--- src/rtl/nnet_argmax_reducer.sv ---
// nnet_argmax_reducer
// Reduces one score vector (VEC_LEN beats) from the NN core to a single
// classification beat {argmax index, max score} with tlast set.
//
// Ports:
//   clk, reset_n        clock, asynchronous active-low reset
//   clear               synchronous clear (same effect as reset)
//   set_stb/addr/data   settings bus (threshold register only)
//   i_t*                score stream in, score in i_tdata[2*WIDTH-1:WIDTH]
//   o_t*                one-beat result stream out, {index, max_score}
//   err_short           sticky: vector ended on i_tlast before VEC_LEN beats
//   err_long            sticky: VEC_LEN beats arrived without i_tlast
//
// Optional feature macro: NNET_ARGMAX_THRESH_EN
//   When defined, a settings write to SR_THRESH loads a signed threshold;
//   results whose max score is below it report index all-ones (reject).

module nnet_argmax_reducer #(
  parameter int unsigned WIDTH     = 16,
  parameter int unsigned VEC_LEN   = 10,
  parameter int unsigned SR_THRESH = 200
) (
  input  logic               clk,
  input  logic               reset_n,
  input  logic               clear,
  input  logic               set_stb,
  input  logic [7:0]         set_addr,
  input  logic [31:0]        set_data,
  input  logic [2*WIDTH-1:0] i_tdata,
  input  logic               i_tlast,
  input  logic               i_tvalid,
  output logic               i_tready,
  output logic [2*WIDTH-1:0] o_tdata,
  output logic               o_tlast,
  output logic               o_tvalid,
  input  logic               o_tready,
  output logic               err_short,
  output logic               err_long
);

  localparam int unsigned DATA_W = 2 * WIDTH;
  localparam int unsigned CNT_W  = WIDTH;
  localparam logic [CNT_W-1:0] LAST_CNT = CNT_W'(VEC_LEN - 1);
  localparam logic signed [WIDTH-1:0] MOST_NEG = {1'b1, {(WIDTH-1){1'b0}}};

  typedef enum logic [0:0] {
    ST_ACCUM  = 1'b0,
    ST_OUTPUT = 1'b1
  } state_t;

  state_t state_q;
  state_t state_d;

  logic [CNT_W-1:0]         count_q;
  logic signed [WIDTH-1:0]  max_q;
  logic [WIDTH-1:0]         idx_q;

  logic signed [WIDTH-1:0]  score;
  logic                     beat_acc;
  logic                     take_new;
  logic                     last_cnt;
  logic                     end_beat;
  logic signed [WIDTH-1:0]  max_nx;
  logic [WIDTH-1:0]         idx_nx;
  logic [WIDTH-1:0]         res_idx;

  // Score lives in the upper half of the input word
  assign score    = i_tdata[DATA_W-1:WIDTH];
  assign beat_acc = i_tvalid & i_tready;
  assign last_cnt = (count_q == LAST_CNT);
  assign end_beat = i_tlast | last_cnt;

  // Running argmax including the current beat; strict compare keeps the
  // lowest index on ties, and the first beat always loads
  assign take_new = (count_q == '0) || (score > max_q);
  assign max_nx   = take_new ? score : max_q;
  assign idx_nx   = take_new ? WIDTH'(count_q) : idx_q;

`ifdef NNET_ARGMAX_THRESH_EN
  logic signed [WIDTH-1:0] thresh_q;
  logic                    unused_bits;

  // Threshold register, written from the settings bus
  always_ff @(posedge clk or negedge reset_n) begin
    if (!reset_n) begin
      thresh_q <= MOST_NEG;
    end else if (clear) begin
      thresh_q <= MOST_NEG;
    end else if (set_stb && (set_addr == 8'(SR_THRESH))) begin
      thresh_q <= WIDTH'(set_data);
    end
  end

  // Scores below threshold report the reject class (all ones)
  assign res_idx     = (max_nx < thresh_q) ? '1 : idx_nx;
  assign unused_bits = ^{i_tdata[WIDTH-1:0], set_data};
`else
  logic unused_bits;

  assign res_idx     = idx_nx;
  assign unused_bits = ^{i_tdata[WIDTH-1:0], set_stb, set_addr, set_data};
`endif

  // State register
  always_ff @(posedge clk or negedge reset_n) begin
    if (!reset_n) begin
      state_q <= ST_ACCUM;
    end else if (clear) begin
      state_q <= ST_ACCUM;
    end else begin
      state_q <= state_d;
    end
  end

  // Next-state logic
  always_comb begin
    state_d = state_q;
    case (state_q)
      ST_ACCUM:  if (beat_acc && end_beat) state_d = ST_OUTPUT;
      ST_OUTPUT: if (o_tvalid && o_tready) state_d = ST_ACCUM;
      default:   state_d = ST_ACCUM;
    endcase
  end

  // State-decoded outputs; input ready depends on state only
  always_comb begin
    i_tready = 1'b0;
    if (state_q == ST_ACCUM) i_tready = 1'b1;
  end

  // Accumulator, result register and sticky error flags
  always_ff @(posedge clk or negedge reset_n) begin
    if (!reset_n) begin
      count_q   <= '0;
      max_q     <= '0;
      idx_q     <= '0;
      o_tdata   <= '0;
      o_tvalid  <= 1'b0;
      err_short <= 1'b0;
      err_long  <= 1'b0;
    end else if (clear) begin
      count_q   <= '0;
      max_q     <= '0;
      idx_q     <= '0;
      o_tdata   <= '0;
      o_tvalid  <= 1'b0;
      err_short <= 1'b0;
      err_long  <= 1'b0;
    end else if (beat_acc) begin
      max_q <= max_nx;
      idx_q <= idx_nx;
      if (end_beat) begin
        count_q  <= '0;
        o_tdata  <= {res_idx, max_nx};
        o_tvalid <= 1'b1;
      end else begin
        count_q <= count_q + CNT_W'(1);
      end
      if (i_tlast && !last_cnt) err_short <= 1'b1;
      if (last_cnt && !i_tlast) err_long  <= 1'b1;
    end else if (o_tvalid && o_tready) begin
      o_tvalid <= 1'b0;
    end
  end

  // Every result is a single-beat packet
  assign o_tlast = o_tvalid;

endmodule

--- config.mk ---
export PLATFORM = sky130hd
export DESIGN_NAME = nnet_argmax_reducer
export DESIGN_NICKNAME = d
export VERILOG_FILES = /design/src/rtl/nnet_argmax_reducer.sv
export SDC_FILE = /design/constraint.sdc
export NUM_CORES = 1
export LEC_CHECK = 0
export ABC_AREA = 1
export CORE_MARGIN = 3
export CORE_UTILIZATION = 45
export CTS_BUF_LIST = sky130_fd_sc_hd__clkbuf_4 sky130_fd_sc_hd__clkbuf_8
export CTS_CLUSTER_SIZE = 16
export DETAILED_ROUTE_END_ITERATION = 16
export GPL_ROUTABILITY_DRIVEN = 0
export PLACE_DENSITY_LB_ADDON = 0.15
export SETUP_SLACK_MARGIN = 0.05
export SYNTH_ARGS = -nofsm -noshare
export SYNTH_HDL_FRONTEND = slang
export SYNTH_SLANG_ARGS = --single-unit
--- constraint.sdc ---
create_clock -name clk -period 2.03 [get_ports clk]
set_input_delay 0.203 -clock clk [delete_from_list [all_inputs] [get_ports clk]]
set_output_delay 0.203 -clock clk [all_outputs]
set_load 0.02 [all_outputs]
# Word-level counts from Yosys, hierarchy flattened
# Index checks and enable logic that the tools add are counted.
[totals]
register_bits = 84
latchBits = 0
ramBits = 0
rom_bits = 0
inputBits = 79
output_inout_bits = 37
n_memories = 0
[op_classes]
addsub = 1
n_mul = 0
n_div = 0
n_lt_le_gt_ge = 1
eq_ne = 2
shift = 0
mux = 27
bitwise = 3
reduce_logical = 17
[ops]
columns = ["cell", "n"]
rows = [
  ["$mux 16", 9],
  ["$mux 32", 3],
  ["$add 16x1->16 const B", 1],
  ["$eq 16x4->1 const B", 1],
  ["$gt 16x16->1", 1],
  ["$logic_not 16->1", 1],
  ["$mux 1", 14],
  ["$reduce_and 2->1", 4],
  ["$reduce_bool 2->1", 4],
  ["$logic_and 1x1->1", 4],
  ["$ne 3x2->1 const B", 1],
  ["$reduce_bool 3->1", 1],
  ["$logic_not 1->1", 2],
  ["$pmux 1 s2", 1],
  ["$and 1x1->1", 1],
  ["$logic_or 1x1->1", 1],
  ["$not 1->1", 1],
  ["$or 1x1->1", 1],
]

# Longest topological paths before layout
# Gate-level depths: netlist of run 1.
[depth]
depth_word = 6
depth_mapped = 18

# Worst setup path after synthesis of run 1
# Ideal clock, no wire load.
[synth_timing]
kind = "reg2reg"
startpoint = "register max_q[15]"
endpoint = "register idx_q[0]"
setup_ns = 0.119
arrival_ns = 1.726
t_required_ns = 1.911
slack_ns = 0.186
stages_incl_launch_ff = 12
path_buffers = 1
cell_sequence = "dfrtp_1 > inv_1 > ha_1 > a21oi_1 > o21ai_1 > a21oi_1 > nand3_1 > nand3_4 > buf_2 > nand3_1 > nand4_1 > nand2_1"
[synth_via]
elab_chain_cells = 5
[synth_rtl]
columns = ["element", "line", "rtl"]
rows = [
  ["start: declaration", "55", "logic signed [WIDTH-1:0] max_q;"],
  ["start signal: assignment", "150", "max_q <= max_nx;"],
  ["$gt 16x16->1", "75", "assign take_new = (count_q == '0) || (score > max_q);"],
  ["$logic_or 1x1->1", "75", ""],
  ["$mux 16", "77", "assign idx_nx = take_new ? WIDTH'(count_q) : idx_q;"],
  ["$mux 16", "149", "end else if (beat_acc) begin"],
  ["$mux 16", "141", "end else if (clear) begin"],
  ["end signal: assignment", "151", "idx_q <= idx_nx;"],
  ["end: declaration", "56", "logic [WIDTH-1:0] idx_q;"],
]
# No other way between the ends. The select of a mux whose other input is x is not followed.
# A chain may end at the register's enable or synchronous reset.

# Worst setup path after layout of run 1
[layout_timing]
startpoint = "register max_q[8]"
endpoint = "register max_q[5]"
[layout_via]
elab_chain_cells = 5
[layout_rtl]
columns = ["element", "line", "rtl"]
rows = [
  ["$gt 16x16->1", "75", ""],
  ["$logic_or 1x1->1", "75", ""],
  ["$mux 16", "76", "assign max_nx = take_new ? score : max_q;"],
  ["$mux 16", "149", ""],
  ["$mux 16", "141", ""],
]
# No other way between the ends. The select of a mux whose other input is x is not followed.

==> results of run 1 <==
[power by group through the flow]
stage	Combinational [mW]	Clock, mW	Sequential (mW)
final	1.46	1.23	1.86
after global routing	1.59	1.34	1.87
after CTS	1.25	1.27	1.85
after detailed placement	1.12	0	1.89
after global placement	1.10	0	1.88
after floorplan	0.571	0	1.96
[stage by stage]
step                      setup WS, ps  TNS, ps  hold WS, ps
final                            -94.4     -775          279
after global routing              -225    -9930          308
after CTS                        -38.7     -651          276
after detailed placement          -372   -20950          132
after global placement            -360   -19460          127
after floorplan                    186        0        -92.6
[placed cells by master (no fill, tap or decap), drive strengths merged, types with 2 or more instances in the layout]
cell / synthesis / layout
nand2: 194 / 195
dfrtp: 84 / 84
inv: 77 / 77
nand4: 71 / 71
clkdlybuf4s50: 0 / 57
buf: 21 / 45
nand3: 45 / 45
nor2: 24 / 24
ha: 19 / 19
clkbuf: 11 / 15
xor2: 8 / 8
a21oi: 7 / 7
nor3: 5 / 5
o21ai: 5 / 5
a211oi: 4 / 4
o22ai: 4 / 4
a31oi: 3 / 3
a311oi: 2 / 2
clkinv: 1 / 2
nor4: 2 / 2
[metal layers]
layer / vias to the layer above / track usage [%] / share of wire, %
met3: 21 / 3.55 / 4.5
met4: 0 / 8.18 / 2.2
met1: 2122 / 29.0 / 44
met2: 118 / 35.1 / 50
li1: 2114 / - / -
met5: - / 0 / 0
[layout make-up]
type / count / share of cell area, %
Inverter: 78 / 4.53
Tap cell: 136 / 2.59
Clock inverter: 2 / 0.533
Clock buffer: 13 / 2.44
Timing Repair Buffer: 105 / 17.3
Multi-Input combinational cell: 396 / 40.6
Sequential cell: 84 / 32.0
[worst max-delay path, cell delays in order, from the launching register on]
cell	delay, ps
sky130_fd_sc_hd__dfrtp_1	360
sky130_fd_sc_hd__inv_1	80
sky130_fd_sc_hd__ha_1	280
sky130_fd_sc_hd__nand4_1	150
sky130_fd_sc_hd__nor3_4	170
sky130_fd_sc_hd__nand2_1	90
sky130_fd_sc_hd__nand2_1	80
sky130_fd_sc_hd__nand2_2	60
sky130_fd_sc_hd__nand3_4	140
sky130_fd_sc_hd__buf_6	160
sky130_fd_sc_hd__clkbuf_16	160
sky130_fd_sc_hd__nand3_2	80
sky130_fd_sc_hd__nand4_1	110
sky130_fd_sc_hd__nand2_1	80
[cell families (layout without fill, tap and decap cells)]
family	after synthesis	in the layout	share of synthesized area, %
AO/OA/AOI/OAI	27	27	3.40
XOR/XNOR	8	8	1.43
adder cells (fa/ha/maj)	19	19	4.85
buffers and inverters	110	198	9.91
flip-flops	84	84	42.9
AND/OR/NAND/NOR	341	342	37.5
[state kept, by name, indices dropped and copies added, names as in the netlist]
name and flops:
o_tdata 32, count_q 16, idx_q 16, max_q 16, err_long 1, err_short 1, o_tlast 1, state_q 1
[worst max path at each step]
stage | slack (ps) | from | end | cells past startpoint
after global placement | -360 | i_tdata[31] | o_tdata[24] | 13
after floorplan | 190 | max_q[15] | idx_q[0] | 11
final | -90 | max_q[8] | max_q[5] | 13
after CTS | -40 | max_q[9] | o_tdata[24] | 15
after detailed placement | -370 | i_tdata[31] | o_tdata[24] | 13
after global routing | -220 | max_q[8] | max_q[5] | 13
[synthesized netlist by cell type (all sizes together)]
master    n
a21oi     7
a21o      1
buf      21
nor2     24
clkinv    1
o22ai     4
nand2   194
a211oi    4
nor4      2
ha       19
inv      77
o21ai     5
a311oi    2
a31oi     3
nor3      5
o21a      1
nand4    71
xor2      8
nand3    45
dfrtp    84
clkbuf   11
[repair_timing]
action | in CTS | in global routing
hold buffers | 1 | 0
setup endpoints to repair | 64 | 66
hold endpoints to repair | 21 | 0
cloned | 2 | 2
pin swaps | 17 | 75
buffers inserted | 13 | 1
gates resized for setup | 19 | 54
==> impl.org, run 1 <==
** Run status
- The run finished, with violations left.
- Violated checks :: negative setup slack

** Route
- Vias after detailed routing :: 4375
- After detailed routing, the number of vias per cell comes to ~5.4.
- Antenna-violating nets left :: 0
- After detailed routing, the average wire length per cell comes to 15.8 microns.
- DRT Wirelength :: 12900 microns
- After detailed routing, the number of remaining DRC violations is 0.
- The first detailed-routing pass ran for 5 iterations.
- DRC violation total after the first TritonRoute iteration :: between 150 and 200

** Timing
- For the final database, setup skew stands at between 10 and 15 ps.
- After layout, the worst setup slack is -94.4 ps.
- Final period util :: 105%
- The final hold violation count was 0.
- Subtracting the final worst setup slack from the clock period gives between 2000 and 2500 ps.
- Setup repair after global routing could not meet its margin everywhere.
- The number of slew-limit violations in the final report came to 0.
- Setup-failing EPs final :: 40
- The worst pin sits at a relative slew slack of 73.7%.
- F_max :: 0.471 GHz
- Slew of the pin with the lowest slew margin :: 395 ps

** Cells and area
- At the end of the flow the core is filled with cells to 62.8%.
- Summing all flip-flop and latch instances after layout gives 2100 sq um.
- Post-route cell area :: 6570 sq um
- Area growth syn-to-layout :: 34.1%
- FILL cells :: roughly 910
- The number of antenna diodes in the final layout is 0.
- Non-filler cells in the finished layout :: 814
- Final Net Count :: 772
- Area used by multi-input combinational logic :: around 2700 sq um
- Share of post-route cells with drive strength above 1 :: 26.0%

** Yosys
- Total nets after synthesis :: 687
- By area the synthesized netlist is led by sky130_fd_sc_hd__dfrtp_1 43%, sky130_fd_sc_hd__nand2_1 12%, sky130_fd_sc_hd__nand4_1 8.8%.
- Cell count after synthesis :: 589
- Sequential cells were found to cover 42.9% of the synthesized design area.
- The netlist uses 38 different library cells.
- Syn_area_per_cell :: 8.32 sq um
- Cell taking the most area after synthesis :: sky130_fd_sc_hd__dfrtp_1
- Synthesis-stage register bit count :: 84
- In this run the cell area of the synthesized design comes to 4900 sq um.
- Synth top area share :: 42.9%
- Count of yosys warnings during synthesis :: 0

** Floorplanning
- Measured along the x axis, the die boundary spans roughly 110 microns.
- Core area :: 10500 sq um
- Initial core utilization :: 46.8%
- The die is roughly 110 microns tall.
- 116 I/O pins were placed.
- Total die area :: between 10000 and 15000 sq um
- # rows :: 37

** Pwr
- Registers are responsible for between 40% and 50% of the overall power.
- In this run, the clock network consumes roughly 27% of the power.
- The internal portion of the total power is ~3.1 mW.
- For this design the total switching power over the nets is 1.47 mW.
- Power comes to approximately 4.6 mW.
- Pwr Density :: 693 nW/um^2
- Of the total power, the share spent switching nets is 32.3%.
- Leakage component of the power :: between 3 and 4 nW
- Worst ir drop on vdd :: 454 uV
- In this run, the combinational gates consume between 30% and 40% of the power.

** Clock tree
- TritonCTS clock tree :: yes
- The clock passes through at most 2 buffers.
- H-Tree Level Count :: 3
- Clock insertion delay at the later pin of the skew report :: 370 ps
- Clock tree synthesis inserted a total of 9 buffers.
- After clock tree synthesis, the clock-pin slew on the worst setup and hold paths is 80 ps.
- Root Buffer :: sky130_fd_sc_hd__clkbuf_8
- Clock tree synthesis found a total of 84 sinks.

** Critical path
- STA classifies the critical path endpoint as a flip-flop.
- Along the worst path, the maximum fanout reaches 5.
- Number of cells on the worst reg-to-reg path :: 13
- The startpoint identified for the worst register-to-register timing path is max_q[8].
- The worst register-to-register path ends at max_q[5].
- WP data arrival :: roughly 2400 ps
- The worst setup path is of the flip-flop to flip-flop kind.
- CP Data Required Time :: around 2300 ps
- The worst setup path is launched from a flip-flop.
- R2R setup slack :: -90 ps

** Global route
- After global routing the overflow that remains totals 0.
- Entering global routing, the biggest net connects 43 pins.
- The initial antenna violation count is 0.
- The via count of the first global-routing pass came to 4267.
- Global Route Usage Sum :: approximately 22%
- First-pass GRT wire length :: 20500 microns

** Worst hold path
- Worst hold path type :: primary input to async pin

** Place
- The count of buffers added on input and output ports is a little under 60.
- Placed insts :: ~800
- Final HPWL DP :: 8090 microns
- Cell Area, Placed :: 5800 sq um

** Flow run
- Count of max-cap constraint violations :: 0
Power figures use the tool's default switching activity.
==> run 2: changes to the inputs <==
--- a/config.mk
+++ b/config.mk
@@ -6,11 +6,11 @@
 export NUM_CORES = 1
 export LEC_CHECK = 0
 export ABC_AREA = 1
-export CORE_MARGIN = 3
 export CORE_UTILIZATION = 45
 export CTS_BUF_LIST = sky130_fd_sc_hd__clkbuf_4 sky130_fd_sc_hd__clkbuf_8
 export CTS_CLUSTER_SIZE = 16
 export DETAILED_ROUTE_END_ITERATION = 16
+export DONT_BUFFER_PORTS = 1
 export GPL_ROUTABILITY_DRIVEN = 0
 export PLACE_DENSITY_LB_ADDON = 0.15
 export SETUP_SLACK_MARGIN = 0.05
==> run 2 against run 1 <==
- the flow finishes with violations (negative hold slack, negative setup slack)
- die area shrank 7.1%
- sequential share of layout area grew 4.4 points
- setup slack gained 84 ps
- critical path depth shrank 1
- clock power is essentially flat
- critical path type unchanged
- critical endpoint is now o_tdata[20]
- largest cell class unchanged
==> impl.org, run 2 (synthesized netlist as in run 1, its figures left out) <==
** Floorplanning
- Initial core utilization :: 46.8% (unchanged)
- The area enclosed by the die boundary was 11300 sq um (was 12200 sq um).
- Core area :: 10500 sq um (unchanged)
- The top-level I/O count was 116 (unchanged).
- Overall die height :: 106 microns (was 110 microns)
- Die width :: 106 microns (was 110 microns)
- The number of core rows is 37 (unchanged).

** Place
- The total half-perimeter wirelength after legalization and detailed placement is 7240 microns (was 8090 microns).
- The placed cell area was 5130 sq um (was 5800 sq um).
- Number of port buffers :: 0 (was 58)

** Cells and area
- The commonest non-fill, non-tap cell in the layout is sky130_fd_sc_hd__nand2_1 (unchanged).
- Area growth syn-to-layout :: 18.0% (was 34.1%)
- The number of flip-flops under the largest register name is 32 (unchanged).
- Final Net Count :: 701 (was 772)
- Post-route cell area :: 5780 sq um (was 6570 sq um)
- Commonest cells after routing, fill and taps aside :: 150 x sky130_fd_sc_hd__nand2_1, 84 x sky130_fd_sc_hd__dfrtp_1, 69 x sky130_fd_sc_hd__nand4_1 (was 154 x sky130_fd_sc_hd__nand2_1, 84 x sky130_fd_sc_hd__dfrtp_1, 69 x sky130_fd_sc_hd__nand4_1)
- The register name with the most flops is o_tdata (unchanged).
- The share of final-layout standard cells stronger than drive strength 1 is 26.3% (was 26.0%).
- Diode count :: 0 (unchanged)

** Global route
- The first-pass GRT wire length is 18800 microns (was 20500 microns).
- The pin count of the biggest net entering global routing is 85 (was 43).
- The via count of the first global-routing pass is 4020 (was 4267).
- Grt ovf :: 0 (unchanged)
- Global Route Usage Sum :: 21.3% (was 21.6%)
- The initial antenna violation count is 0 (unchanged).

** Clock tree
- The clock root buffer master is sky130_fd_sc_hd__clkbuf_8 (unchanged).
- The clock sink count is 84 (unchanged).
- The count of hold buffers inserted by post-cts repair is 2 (was 1).
- Total CTS buffers :: 9 (unchanged)
- The largest buffer count on any clock path is 2 (unchanged).
- Clock transition time at the flip-flop clock pins of the worst setup and hold paths :: 90 ps (was 80 ps)
- The source-to-sink clock delay at the later pin of the worst-skew pair was 360 ps (was 370 ps).
- The CTS tree is yes (unchanged).
- H-Tree Level Count :: 3 (unchanged)

** Critical path
- Critical Path Start :: max_q[3] (was max_q[8])
- Kind of start point of the critical path :: flip-flop (unchanged)
- The start of the worst register-to-register path was max_q[3] (was max_q[8]).
- The endpoint arrival time on the critical path was 2300 ps (was 2380 ps).
- The required time of the critical path is 2290 ps (was 2280 ps).
- Number of cells on the worst reg-to-reg path :: 12 (was 13)
- The worst setup slack for register-to-register paths is -10 ps (was -90 ps).
- Maximum net fanout on the critical path :: 7 (was 5)
- The endpoint of the most critical setup path is o_tdata[20] (was max_q[5]).
- The reg-to-reg critical path endpoint was o_tdata[20] (was max_q[5]).
- The category of the critical setup timing path is flip-flop to flip-flop (unchanged).
- Crit end category :: flip-flop (unchanged)

** Route
- Routed WL per cell :: 15.7 microns (was 15.8 microns)
- The detailed-routing iteration count for the pre-antenna-repair pass was 5 (unchanged).
- DRC violation count after routing :: 0 (unchanged)
- Ratio of routed vias to standard cells :: 5.48 (was 5.37)
- Antenna-violating nets left :: 0 (unchanged)
- Vias after detailed routing :: 4078 (was 4375)
- The violation count after the first detailed-routing iteration is 196 (was 191).
- DRT Wirelength :: 11700 microns (was 12900 microns)

** Pwr
- Pwr Density :: 724 nW/um^2 (was 693 nW/um^2)
- The maximum VDD drop came to 447 uV (was 454 uV).
- Leakage component of the power :: 2.80 nW (was 3.10 nW)

** Worst hold path
- The kind of path behind the tightest hold check is primary input to async pin (unchanged).

** Timing
- The measured slew at the worst slew-check pin came to 700 ps (was 395 ps).
- The setup slack after layout was -10.1 ps (was -94.4 ps).
- RSZ-0062 raised after global routing :: true (unchanged)
- F_max :: 0.490 GHz (was 0.471 GHz)
- Pins Over Slew Limit :: 0 (unchanged)
- Worst rel slew slack :: 53.3% (was 73.7%)
- The final hold violation count is 84 (was 0).
- The post-route clock period utilization was 100% (was 105%).
- Setup_tns :: -39.5 ps (was -775 ps)
- Worst clock skew :: 9.84 ps (was 10.7 ps)
- The worst hold slack came to -475 ps (was 279 ps).
- The shortest clock period the worst path allows after layout came to 2040 ps (was 2120 ps).
- The setup violation total in the final timing report is 9 (was 40).

** Run status
- Result of the run: finished with violations (unchanged).
- Violated checks: negative hold slack, negative setup slack (was negative setup slack).

** Flow run
- Count of max-cap constraint violations :: 0 (unchanged)
[run 2: critical path, stage by stage, from the launching register on]
cell	delay, ps
sky130_fd_sc_hd__dfrtp_1	370
sky130_fd_sc_hd__inv_2	60
sky130_fd_sc_hd__ha_4	280
sky130_fd_sc_hd__nand2_4	50
sky130_fd_sc_hd__buf_4	120
sky130_fd_sc_hd__nor3_1	150
sky130_fd_sc_hd__nand4_1	180
sky130_fd_sc_hd__nand3_4	180
sky130_fd_sc_hd__buf_6	150
sky130_fd_sc_hd__clkbuf_16	160
sky130_fd_sc_hd__nand3_1	90
sky130_fd_sc_hd__nand4_1	90
sky130_fd_sc_hd__nand2_1	60
[run 2: worst min path at each step]
stage	cells past startpoint	slack (ps)	start	end
2_1_floorplan	0	-90	reset_n	count_q[0]
3_3_place_gp	0	-90	reset_n	max_q[2]
3_5_place_dp	0	-90	reset_n	o_tdata[2]
4_1_cts	0	-490	reset_n	o_tdata[28]
5_1_grt	0	-510	reset_n	o_tdata[28]
6_report	0	-470	reset_n	o_tdata[28]
[run 2: report_power, final]
part	leakage, nW	total (mW)	switching (mW)	internal [mW]
sequential	1.13	1.95	0.157	1.79
combinational	1.56	1.04	0.593	0.444
clock	0.0999	1.20	0.614	0.590
total	2.80	4.19	1.36	2.82
[run 2: layer usage]
metal	wire (microns)	track usage, %	vias up
li1	-	-	1971
met1	5160	26.6	1972
met2	5690	35.4	120
met3	666	5.64	15
met4	171	7.14	0
met5	0	0	-
[run 2: area by class of cell]
class	instances	area, sq um
fillers	973	4680
multi-input cells	395	2610
flip-flops and latches	84	2100
repair buffers	35	413
inverters	78	297
well taps	136	170
clock buffers	11	139
clock inverters	5	52.6
[run 2: through the flow]
stage	worst slack (ps)	power [mW]	cells	util [%]	hold WS [ps]
2_1_floorplan	186	2.53	589	-	-92.6
6_report	-10.1	4.19	744	55.3	-475
3_3_place_gp	-71.1	2.74	716	49.0	-90.2
5_1_grt	-137	4.41	744	55.3	-512
4_1_cts	-9.03	4.09	738	53.1	-494
3_5_place_dp	-109	2.76	716	49.0	-90.3
[run 2: timing repair]
item,in CTS,in global routing
buffers inserted,3,4
pin swaps,11,59
endpoints found under the setup margin,63,64
cloned,1,2
endpoints found under the hold margin,87,84
resized for setup,31,34
==> run 3: changes to the inputs <==
--- a/config.mk
+++ b/config.mk
@@ -17,3 +17,4 @@
 export SYNTH_ARGS = -nofsm -noshare
 export SYNTH_HDL_FRONTEND = slang
 export SYNTH_SLANG_ARGS = --single-unit
+export TNS_END_PERCENT = 50
==> run 3 against run 2 <==
- the flow still finishes with violations (negative hold slack, negative setup slack)
- sequential cell count is the same
- wire length down 0.87%
- clock power hardly changed
- critical path depth shrank 1
- hold slack worse by 0.80 ps
- sequential power about the same
- die area unchanged
- critical endpoint unchanged
- largest cell class unchanged
- largest power group unchanged
==> impl.org, run 3 (synthesized netlist as in run 1, its figures left out) <==
** Timing
- F_max :: 0.490 GHz (about the same)
- RSZ-0062 raised after global routing: true (unchanged).
- WHS :: -476 ps (was -475 ps)
- Final period util :: 100% (about the same)
- Final Critical Period :: 2040 ps (about the same)
- The largest clock skew in the final design was 10.2 ps (was 9.84 ps).
- Setup_tns :: -11.1 ps (was -39.5 ps)
- The measured slew at the worst slew-check pin was 675 ps (was 700 ps).
- The tightest slew margin relative to the limit came to 55.0% (was 53.3%).
- Pins Over Slew Limit :: 0 (unchanged)
- The setup violation total in the final timing report was 2 (was 9).
- The final hold violation count was 84 (unchanged).
- The setup slack after layout came to -9.66 ps (was -10.1 ps).

** Clock tree
- Clock insertion delay at the later pin of the skew report :: 360 ps (about the same)
- TritonCTS clock tree :: yes (unchanged)
- H-Tree Level Count :: 3 (unchanged)
- The clock root buffer master is sky130_fd_sc_hd__clkbuf_8 (unchanged).
- Post-CTS Hold Fix Bufs :: 2 (unchanged)
- The clock sink count is 84 (unchanged).
- Clock transition time at the flip-flop clock pins of the worst setup and hold paths :: 90 ps (about the same)
- Total CTS buffers :: 9 (unchanged)
- The largest buffer count on any clock path is 2 (unchanged).

** Route
- Vias after detailed routing :: 4042 (was 4078)
- The number of vias per cell came to 5.43 (was 5.48).
- The count of unresolved DRC violations after routing was 0 (unchanged).
- The post-detailed-routing wire length came to 11600 microns (was 11700 microns).
- Antenna-violating nets left :: 0 (unchanged)
- Routed WL per cell :: 15.6 microns (was 15.7 microns)
- The violation count after the first detailed-routing iteration came to 204 (was 196).
- Count of TritonRoute iterations in the first routing pass :: 5 (unchanged)

** Cells and area
- Register ranked first by flip-flop count :: o_tdata (unchanged)
- Commonest cells after routing, fill and taps aside: 150 x sky130_fd_sc_hd__nand2_1, 84 x sky130_fd_sc_hd__dfrtp_1, 69 x sky130_fd_sc_hd__nand4_1 (unchanged).
- The relative area change from synthesis to final layout was 17.4% (was 18.0%).
- The number of flip-flops under the largest register name was 32 (unchanged).
- The final cell area excluding filler cells came to 5750 sq um (was 5780 sq um).
- Most common cell after layout, fill and taps aside :: sky130_fd_sc_hd__nand2_1 (unchanged)
- Diode count :: 0 (unchanged)
- The net count reported at finish is 701 (unchanged).
- The share of final-layout standard cells stronger than drive strength 1 came to 25.7% (was 26.3%).
- Share of the core filled with cells :: 55.0% (was 55.3%)

** Floorplanning
- The number of core rows was 37 (unchanged).
- Initial core utilization :: 46.8% (unchanged)
- The die span in x is 106 microns (unchanged).
- Total die area :: 11300 sq um (unchanged)
- Num ports :: 116 (unchanged)
- Core area :: 10500 sq um (unchanged)
- Overall die height :: 106 microns (unchanged)

** Worst hold path
- The kind of path behind the tightest hold check was primary input to async pin (unchanged).

** Place
- Cell Area, Placed :: 5130 sq um (unchanged)
- Number of port buffers :: 0 (unchanged)
- The worst slack at placement was -109 ps (unchanged).
- Final HPWL DP :: 7240 microns (unchanged)

** Pwr
- Worst ir drop on vdd :: 444 uV (was 447 uV)
- The power per cell area was 726 nW/um^2 (was 724 nW/um^2).
- The static leakage came to 2.80 nW (about the same).

** Global route
- Grt ovf :: 0 (unchanged)
- The initial antenna violation count was 0 (unchanged).
- The first-pass GRT wire length was 18800 microns (unchanged).
- Global Route Usage Sum :: 21.3% (unchanged)
- Via count of the first global-routing pass :: 4022 (was 4020)
- The pin count of the biggest net entering global routing was 85 (unchanged).

** Critical path
- Crit end category :: flip-flop (unchanged)
- The slowest library cell on the worst path is sky130_fd_sc_hd__dfrtp_1 (unchanged).
- The worst-path maximum fanout came to 7 (unchanged).
- CP cell instances: inv_2, ha_4, nand4_1, nor3_4, nand4_1, nand3_4, buf_6, clkbuf_16, nand3_1, nand4_1, nand2_1 (was inv_2, ha_4, nand2_4, buf_4, nor3_1, nand4_1, nand3_4, buf_6, clkbuf_16, nand3_1, nand4_1, nand2_1).
- Most common cell type on the critical path :: sky130_fd_sc_hd__nand4_1 (unchanged)
- The required time of the critical path was 2290 ps (about the same).
- The endpoint arrival time on the critical path is 2300 ps (about the same).
- Launching point of the worst reg2reg path :: max_q[11] (was max_q[3])
- Critical Path Start :: max_q[11] (was max_q[3])
- The category of the critical setup timing path was flip-flop to flip-flop (unchanged).
- The worst setup slack for register-to-register paths was -10 ps (about the same).
- Delay of the slowest cell on the worst path :: 370 ps (about the same)
- Kind of start point of the critical path :: flip-flop (unchanged)

** Run status
- Result of the run :: finished with violations (unchanged)
- Violated checks :: negative hold slack, negative setup slack (unchanged)

** Flow run
- The max-cap check violation count was 0 (unchanged).
run 3: cell types whose count changed in the layout (fill, tap and decap cells not counted):
| cell | previous run | this run |
|---|---|---|
| sky130_fd_sc_hd__nand2_4 | 33 | 32 |
| sky130_fd_sc_hd__inv_2 | 23 | 24 |
| sky130_fd_sc_hd__nand2_2 | 10 | 11 |
| sky130_fd_sc_hd__nand3_1 | 23 | 28 |
| sky130_fd_sc_hd__nand3_2 | 20 | 15 |
| sky130_fd_sc_hd__inv_1 | 53 | 52 |
run 3: where the power goes:
part	total (mW)	internal (mW)	switching, mW
sequential	1.95	1.79	0.158
clock	1.20	0.590	0.614
combinational	1.03	0.441	0.585
total	4.18	2.82	1.36
run 3: stage by stage:
step,power [mW],std cells
after floorplan,2.53,589
after CTS,4.09,738
after global routing,4.40,744
final,4.18,744
after global placement,2.74,716
after detailed placement,2.76,716
run 3: area by class of cell:
class	count	area (sq um)
multi-input cells	395	2580
inverters	78	297
repair buffers	35	413
clock buffers	11	139
well taps	136	170
clock inverters	5	52.6
flip-flops and latches	84	2100
fillers	980	4710
run 3: final timing paths:
| path | to | cells after the start |
|---|---|---|
| min in group clk | err_short | 2 |
| min reg2reg | idx_q[13] | 2 |
| max | o_tdata[20] | 11 |
| max reg2reg | o_tdata[20] | 11 |
| min | o_tdata[2] | 0 |
| max in group asynchronous | o_tlast | 0 |
run 3: worst max-delay path, delay by kind of cell, from the launching register on:
| kind | cells | cell delay, ps |
|---|---|---|
| adder cells (fa/ha/maj) | 1 | 280 |
| buffers and inverters | 3 | 370 |
| AND/OR/NAND/NOR | 7 | 920 |
| flip-flops | 1 | 370 |
run 3: layer usage:
| layer | global-route usage (%) | up-vias | part of all wire [%] | wire (microns) |
|---|---|---|---|---|
| li1 | - | 1972 | - | - |
| met5 | 0 | - | 0 | 0 |
| met3 | 5.64 | 17 | 5.4 | 623 |
| met2 | 35.4 | 111 | 49 | 5700 |
| met4 | 7.14 | 0 | 1.7 | 194 |
| met1 | 26.6 | 1942 | 44 | 5060 |
run 3: repair_timing:
item	4_1_cts	5_1_grt
pin swaps	20	55
resized for setup	31	29
endpoints found under the hold margin	87	84
setup buffers	3	4
cloned	1	2
setup endpoints to repair	63	64
